File: config.mk
export PLATFORM = sky130hd
export DESIGN_NAME = sum_uart_tx
export DESIGN_NICKNAME = d
export VERILOG_FILES = /design/src/rtl/sum_uart_tx.sv
export SDC_FILE = /design/constraint.sdc
export NUM_CORES = 1
export LEC_CHECK = 0
export CORE_UTILIZATION = 38
export CTS_CLUSTER_SIZE = 30
export DETAILED_ROUTE_END_ITERATION = 16
export GPL_ROUTABILITY_DRIVEN = 1
export GPL_TIMING_DRIVEN = 0
export HOLD_SLACK_MARGIN = 0.15
export MAX_ROUTING_LAYER = met4
export PLACE_DENSITY_LB_ADDON = 0.2
export SLEW_MARGIN = 5
export SYNTH_ARGS = -nofsm -noshare
export SYNTH_HDL_FRONTEND = slang
export SYNTH_SLANG_ARGS = --single-unit
File: constraint.sdc
create_clock -name clk -period 4.8 [get_ports clk]
set_input_delay 0.96 -clock clk [delete_from_list [all_inputs] [get_ports clk]]
set_output_delay 0.96 -clock clk [all_outputs]
set_load 0.05 [all_outputs]
File: src/rtl/sum_uart_tx.sv
// sum_uart_tx: buffers 8-bit adder sums in a small FIFO and sends each one
// as an asynchronous serial frame (start, 8 data bits LSB first, stop).
// Optional feature macro SUM_UART_TX_PARITY_EN adds an even-parity bit
// between the data bits and the stop bit.
//
// Handshake: a sum is transferred on a rising edge where in_valid and
// in_ready are both high; in_valid may stay high while in_ready is low, and
// the producer then holds in_data stable until the transfer happens.
module sum_uart_tx #(
   parameter int DEPTH        = 4,
   parameter int CLKS_PER_BIT = 4
) (
   input  logic                       clk,
   input  logic                       rst,
   input  logic                       in_valid,
   input  logic [7:0]                 in_data,
   output logic                       in_ready,
   output logic                       tx_o,
   output logic                       busy_o,
   output logic [$clog2(DEPTH+1)-1:0] level_o
);

   localparam int PW = $clog2(DEPTH);
   localparam int LW = $clog2(DEPTH+1);
   localparam int BW = $clog2(CLKS_PER_BIT);

`ifdef SUM_UART_TX_PARITY_EN
   typedef enum logic [2:0] {IDLE, START, DATA, PARITY, STOP} state_t;
`else
   typedef enum logic [2:0] {IDLE, START, DATA, STOP} state_t;
`endif

   logic [7:0]    mem [DEPTH];
   logic [PW-1:0] wr_ptr;
   logic [PW-1:0] rd_ptr;
   logic [LW-1:0] count;
   logic          push;
   logic          pop;

   state_t        state, state_n;
   logic [BW-1:0] baud, baud_n;
   logic [2:0]    bit_idx, bit_n;
   logic [7:0]    shift, shift_n;
   logic          tx_q, tx_n;
   logic          baud_end;

`ifdef SUM_UART_TX_PARITY_EN
   logic          par_q;
`endif

   assign push     = in_valid && in_ready;
   assign in_ready = (count != LW'(DEPTH));
   assign level_o  = count;
   assign busy_o   = (state != IDLE) || (count != '0);
   assign tx_o     = tx_q;
   assign baud_end = (baud == BW'(CLKS_PER_BIT - 1));

   // FIFO storage: written at the write pointer on every accepted push
   always_ff @(posedge clk) begin
      if (push) begin
         mem[wr_ptr] <= in_data;
      end
   end

   // FIFO pointers and occupancy; push and pop together leave occupancy as is
   always_ff @(posedge clk or posedge rst) begin
      if (rst) begin
         wr_ptr <= '0;
         rd_ptr <= '0;
         count  <= '0;
      end else begin
         if (push) wr_ptr <= wr_ptr + PW'(1);
         if (pop)  rd_ptr <= rd_ptr + PW'(1);
         if (push && !pop)      count <= count + LW'(1);
         else if (pop && !push) count <= count - LW'(1);
      end
   end

   // Transmitter registers; tx comes straight from a flop so the line is glitch-free
   always_ff @(posedge clk or posedge rst) begin
      if (rst) begin
         state   <= IDLE;
         baud    <= '0;
         bit_idx <= '0;
         shift   <= '0;
         tx_q    <= 1'b1;
      end else begin
         state   <= state_n;
         baud    <= baud_n;
         bit_idx <= bit_n;
         shift   <= shift_n;
         tx_q    <= tx_n;
      end
   end

`ifdef SUM_UART_TX_PARITY_EN
   // Even parity of the byte being loaded, captured when it leaves the FIFO
   always_ff @(posedge clk or posedge rst) begin
      if (rst)      par_q <= 1'b0;
      else if (pop) par_q <= ^mem[rd_ptr];
   end
`endif

   // Next-state logic; tx_n is the line level for the state being entered
   always_comb begin
      state_n = state;
      baud_n  = baud;
      bit_n   = bit_idx;
      shift_n = shift;
      tx_n    = tx_q;
      pop     = 1'b0;
      if (state != IDLE) begin
         baud_n = baud_end ? '0 : baud + BW'(1);
      end
      case (state)
         IDLE: begin
            tx_n = 1'b1;
            if (count != '0) begin
               pop     = 1'b1;
               shift_n = mem[rd_ptr];
               state_n = START;
               tx_n    = 1'b0;
            end
         end
         START: begin
            if (baud_end) begin
               state_n = DATA;
               bit_n   = 3'd0;
               tx_n    = shift[0];
            end
         end
         DATA: begin
            if (baud_end) begin
               if (bit_idx == 3'd7) begin
                  bit_n = 3'd0;
`ifdef SUM_UART_TX_PARITY_EN
                  state_n = PARITY;
                  tx_n    = par_q;
`else
                  state_n = STOP;
                  tx_n    = 1'b1;
`endif
               end else begin
                  bit_n   = bit_idx + 3'd1;
                  shift_n = {1'b0, shift[7:1]};
                  tx_n    = shift[1];
               end
            end
         end
`ifdef SUM_UART_TX_PARITY_EN
         PARITY: begin
            if (baud_end) begin
               state_n = STOP;
               tx_n    = 1'b1;
            end
         end
`endif
         STOP: begin
            if (baud_end) begin
               if (count != '0) begin
                  // back-to-back frame: next start bit follows with no idle gap
                  pop     = 1'b1;
                  shift_n = mem[rd_ptr];
                  state_n = START;
                  tx_n    = 1'b0;
               end else begin
                  state_n = IDLE;
                  tx_n    = 1'b1;
               end
            end
         end
         default: begin
            state_n = IDLE;
            tx_n    = 1'b1;
         end
      endcase
   end

endmodule
==> impl_summary.log <==
INFO  metric status = complete, no violations
INFO  metric post-route-period-util = 0.647
INFO  metric vias_per_cell = 5.08
INFO  metric place_congestion = 0.718
INFO  metric min_path_cells = 1
INFO  metric path_class = register to output pin
INFO  metric detail_route.drc_violations = 0
INFO  metric core_area = 6350 sq um
INFO  metric final-hold-violation-count = 0
INFO  metric slew_viol_final = 0
INFO  metric r2r_cells = 8
INFO  metric worstPathRequired = 3840 ps
INFO  metric clk-insertion-delay-late = 310 ps
INFO  metric clock-sinks = 55
INFO  metric pre_cts_slack = 1870 ps
INFO  metric fp.dieArea = 6910 sq um
INFO  metric achievable-frequency = 0.322 GHz
INFO  metric drt-wirelength-per-cell = 15.4 um
INFO  metric design.portCount = 17
INFO  metric dpl.hpwl = 2900 um
INFO  metric num_antenna_cells = 0
INFO  metric totalWireLength = 3980 um
INFO  metric max-slew-margin-rel = 0.412
INFO  metric post_cts_buffers = 0
INFO  metric drt_pass1_iterations = 3
INFO  metric grt_pass1_vias = 1351
INFO  metric critical_path.max_stage_delay = 730 ps
INFO  metric net_count_of_the_finished_layout = 205
INFO  metric final_cell_mix = sky130_fd_sc_hd__edfxtp_1, sky130_fd_sc_hd__dfrtp_1, sky130_fd_sc_hd__clkdlybuf4s50_1, sky130_fd_sc_hd__ha_1, sky130_fd_sc_hd__inv_1
INFO  metric ys_dominant_reg_cell = sky130_fd_sc_hd__edfxtp_1
INFO  metric pin_count_of_the_biggest_net_entering_global_routing = 24
INFO  metric finalPower = 1.90 mW
INFO  metric synthToLayoutAreaGrowth = 14.3%
INFO  metric grt_overflow = 0
INFO  metric most_common_cell_after_layout_fill_and_taps_aside = sky130_fd_sc_hd__edfxtp_1
INFO  metric synth_cell_type_count = 37
INFO  metric vdd.ir_drop.worst = 322 uV
INFO  metric drtAntennaViolNets = 0
INFO  metric cts_hold_buf = 0
INFO  metric gr-usage-met3 = 0.0298
INFO  metric global_route_wire_length_before_repair = 6590 um
INFO  metric synth_fp_nets = 182
INFO  metric end_kind = output pin
INFO  metric drtIter0Drc = 40
INFO  metric power.density = 667 nW/um^2
INFO  metric finalSetupViolCount = 0
INFO  metric timing.final.crit_period = 3110 ps
INFO  metric post_cts_resized = 0
INFO  metric ys_seq_elements = 55
INFO  metric setup.worst_path.start_class = register
INFO  metric gr-usage-met2 = 0.212
INFO  metric hp-class = register to register
INFO  metric synth-seq-area-share = 0.615
INFO  metric crit_path_max_fanout = 6
INFO  metric yosys_warnings = 0
INFO  metric timing.max_cap.violations = 0
INFO  metric crit_chain = nor3_1 > nand2_1 > clkdlybuf4s50_1
INFO  metric power.static_leakage = 1.13 nW
INFO  metric grt.met1_usage = 0.153
INFO  metric postSynthCellCount = 158
INFO  metric die_height = 83.1 um
INFO  metric h-tree-depth = 2
INFO  metric critical_path.slowest_cell = sky130_fd_sc_hd__clkdlybuf4s50_1
INFO  metric synth_area = 2500 sq um
INFO  metric root_buffer_master = sky130_fd_sc_hd__clkbuf_8
INFO  metric unrepaired_setup_endpoints_after_global_routing = false
INFO  metric synth_enable_flop_cells = 32
INFO  metric clk_transition_reported_paths = 110 ps
INFO  metric grt_use_total = 0.127
INFO  metric tightest_slew = 881 ps
INFO  metric drive_above_1_share = 0.170
INFO  metric antenna_found_initial = 0
INFO  metric fin_worst_skew = 4.50 ps
INFO  metric port_buffers = 16
INFO  metric clk_path_buf_depth = 2
INFO  metric synthArstFlopShare = 0.418
INFO  metric timing.critical_path.arrival = 2150 ps
INFO  metric worst_slack = 1690 ps
INFO  metric number_of_rows_in_the_core_area = 29
INFO  metric initial_standard_cell_utilization_of_the_core = 0.394
INFO  metric totalNegativeSetupSlack = 0 ps
INFO  metric synthesized_area_per_cell = 15.8 sq um
INFO  metric cts_inserted_buffers = 5
INFO  metric globalRoute.busiestLayer = met2
INFO  metric dr_total_vias = 1317
INFO  metric tritoncts = done
INFO  metric die_x = 83.1 um
area by class of cell:
class,count,area (sq um)
buffer,4,30.0
clock buffer,5,68.8
clock inverter,3,31.3
fill,555,3490
inverter,11,41.3
multi-input combinational,88,891
sequential,55,1540
tap,77,96.3
timing repair buffer,16,160
path summary, 6_finish.rpt:
path                            startpoint         end  slack (ps)
worst max-delay path            level_o[0]      busy_o        1690
worst min-delay path            bit_idx[2]  bit_idx[2]         510
worst max register to register    state[0]  level_o[1]        2400
worst min register to register  bit_idx[2]  bit_idx[2]         510
max in group asynchronous              rst    shift[5]        3140
min in group asynchronous              rst   wr_ptr[1]        1120
metal layers:
layer	wire length [um]	vias to the layer above	part of all wire
li1	-	637	-
met1	1850	662	0.46
met2	1970	12	0.50
met3	100	6	0.025
met4	61	0	0.015
met5	0	-	0
worst max-delay path, delay by kind of cell (launching register included):
kind	cells	cell delay, ps
DFF	1	470
buffers and inverters	1	730
and+or+nand+nor	2	640
sequential cells by signal, indices dropped and copies added, names as in the netlist:
name     flops
level_o      3
mem         32
baud         2
wr_ptr       2
bit_idx      3
state        2
shift        8
tx_o         1
rd_ptr       2
where the power goes:
group / internal, mW / switching (mW) / total [mW]
registers: 0.662 / 0.0819 / 0.744
clock network: 0.111 / 0.164 / 0.275
logic: 0.434 / 0.451 / 0.885
total: 1.21 / 0.696 / 1.90
synth_stat cells (4+ instances only):
cell / count / area (sq um)
sky130_fd_sc_hd__dfrtp_1: 22 / 551
sky130_fd_sc_hd__nor2_1: 4 / 15.0
sky130_fd_sc_hd__mux2_4: 4 / 60.1
sky130_fd_sc_hd__mux2_2: 10 / 113
sky130_fd_sc_hd__ha_1: 12 / 150
sky130_fd_sc_hd__nand2_1: 6 / 22.5
sky130_fd_sc_hd__o21ai_0: 5 / 25.0
sky130_fd_sc_hd__and3_1: 4 / 25.0
sky130_fd_sc_hd__edfxtp_1: 32 / 961
sky130_fd_sc_hd__mux4_2: 4 / 90.1
sky130_fd_sc_hd__inv_1: 11 / 41.3
sky130_fd_sc_hd__mux4_1: 4 / 105
logic make-up after synthesis:
kind of cell    synth area share
compound gates            0.0571
xor+xnor                  0.0210
fa+ha+maj                 0.0681
buf+inv                   0.0285
flops                      0.615
mux                        0.155
simple gates              0.0551
metrics by stage:
stage / hold slack (ps) / utilization / cells / area (sq um)
floorplan: 466 / - / 158 / 2500
global placement: 479 / 0.434 / 251 / 2760
detailed placement: 489 / 0.434 / 251 / 2760
CTS: 514 / 0.450 / 259 / 2860
global route: 536 / 0.450 / 259 / 2860
finish: 508 / 0.450 / 259 / 2860
(Power assumes the default switching activity.)
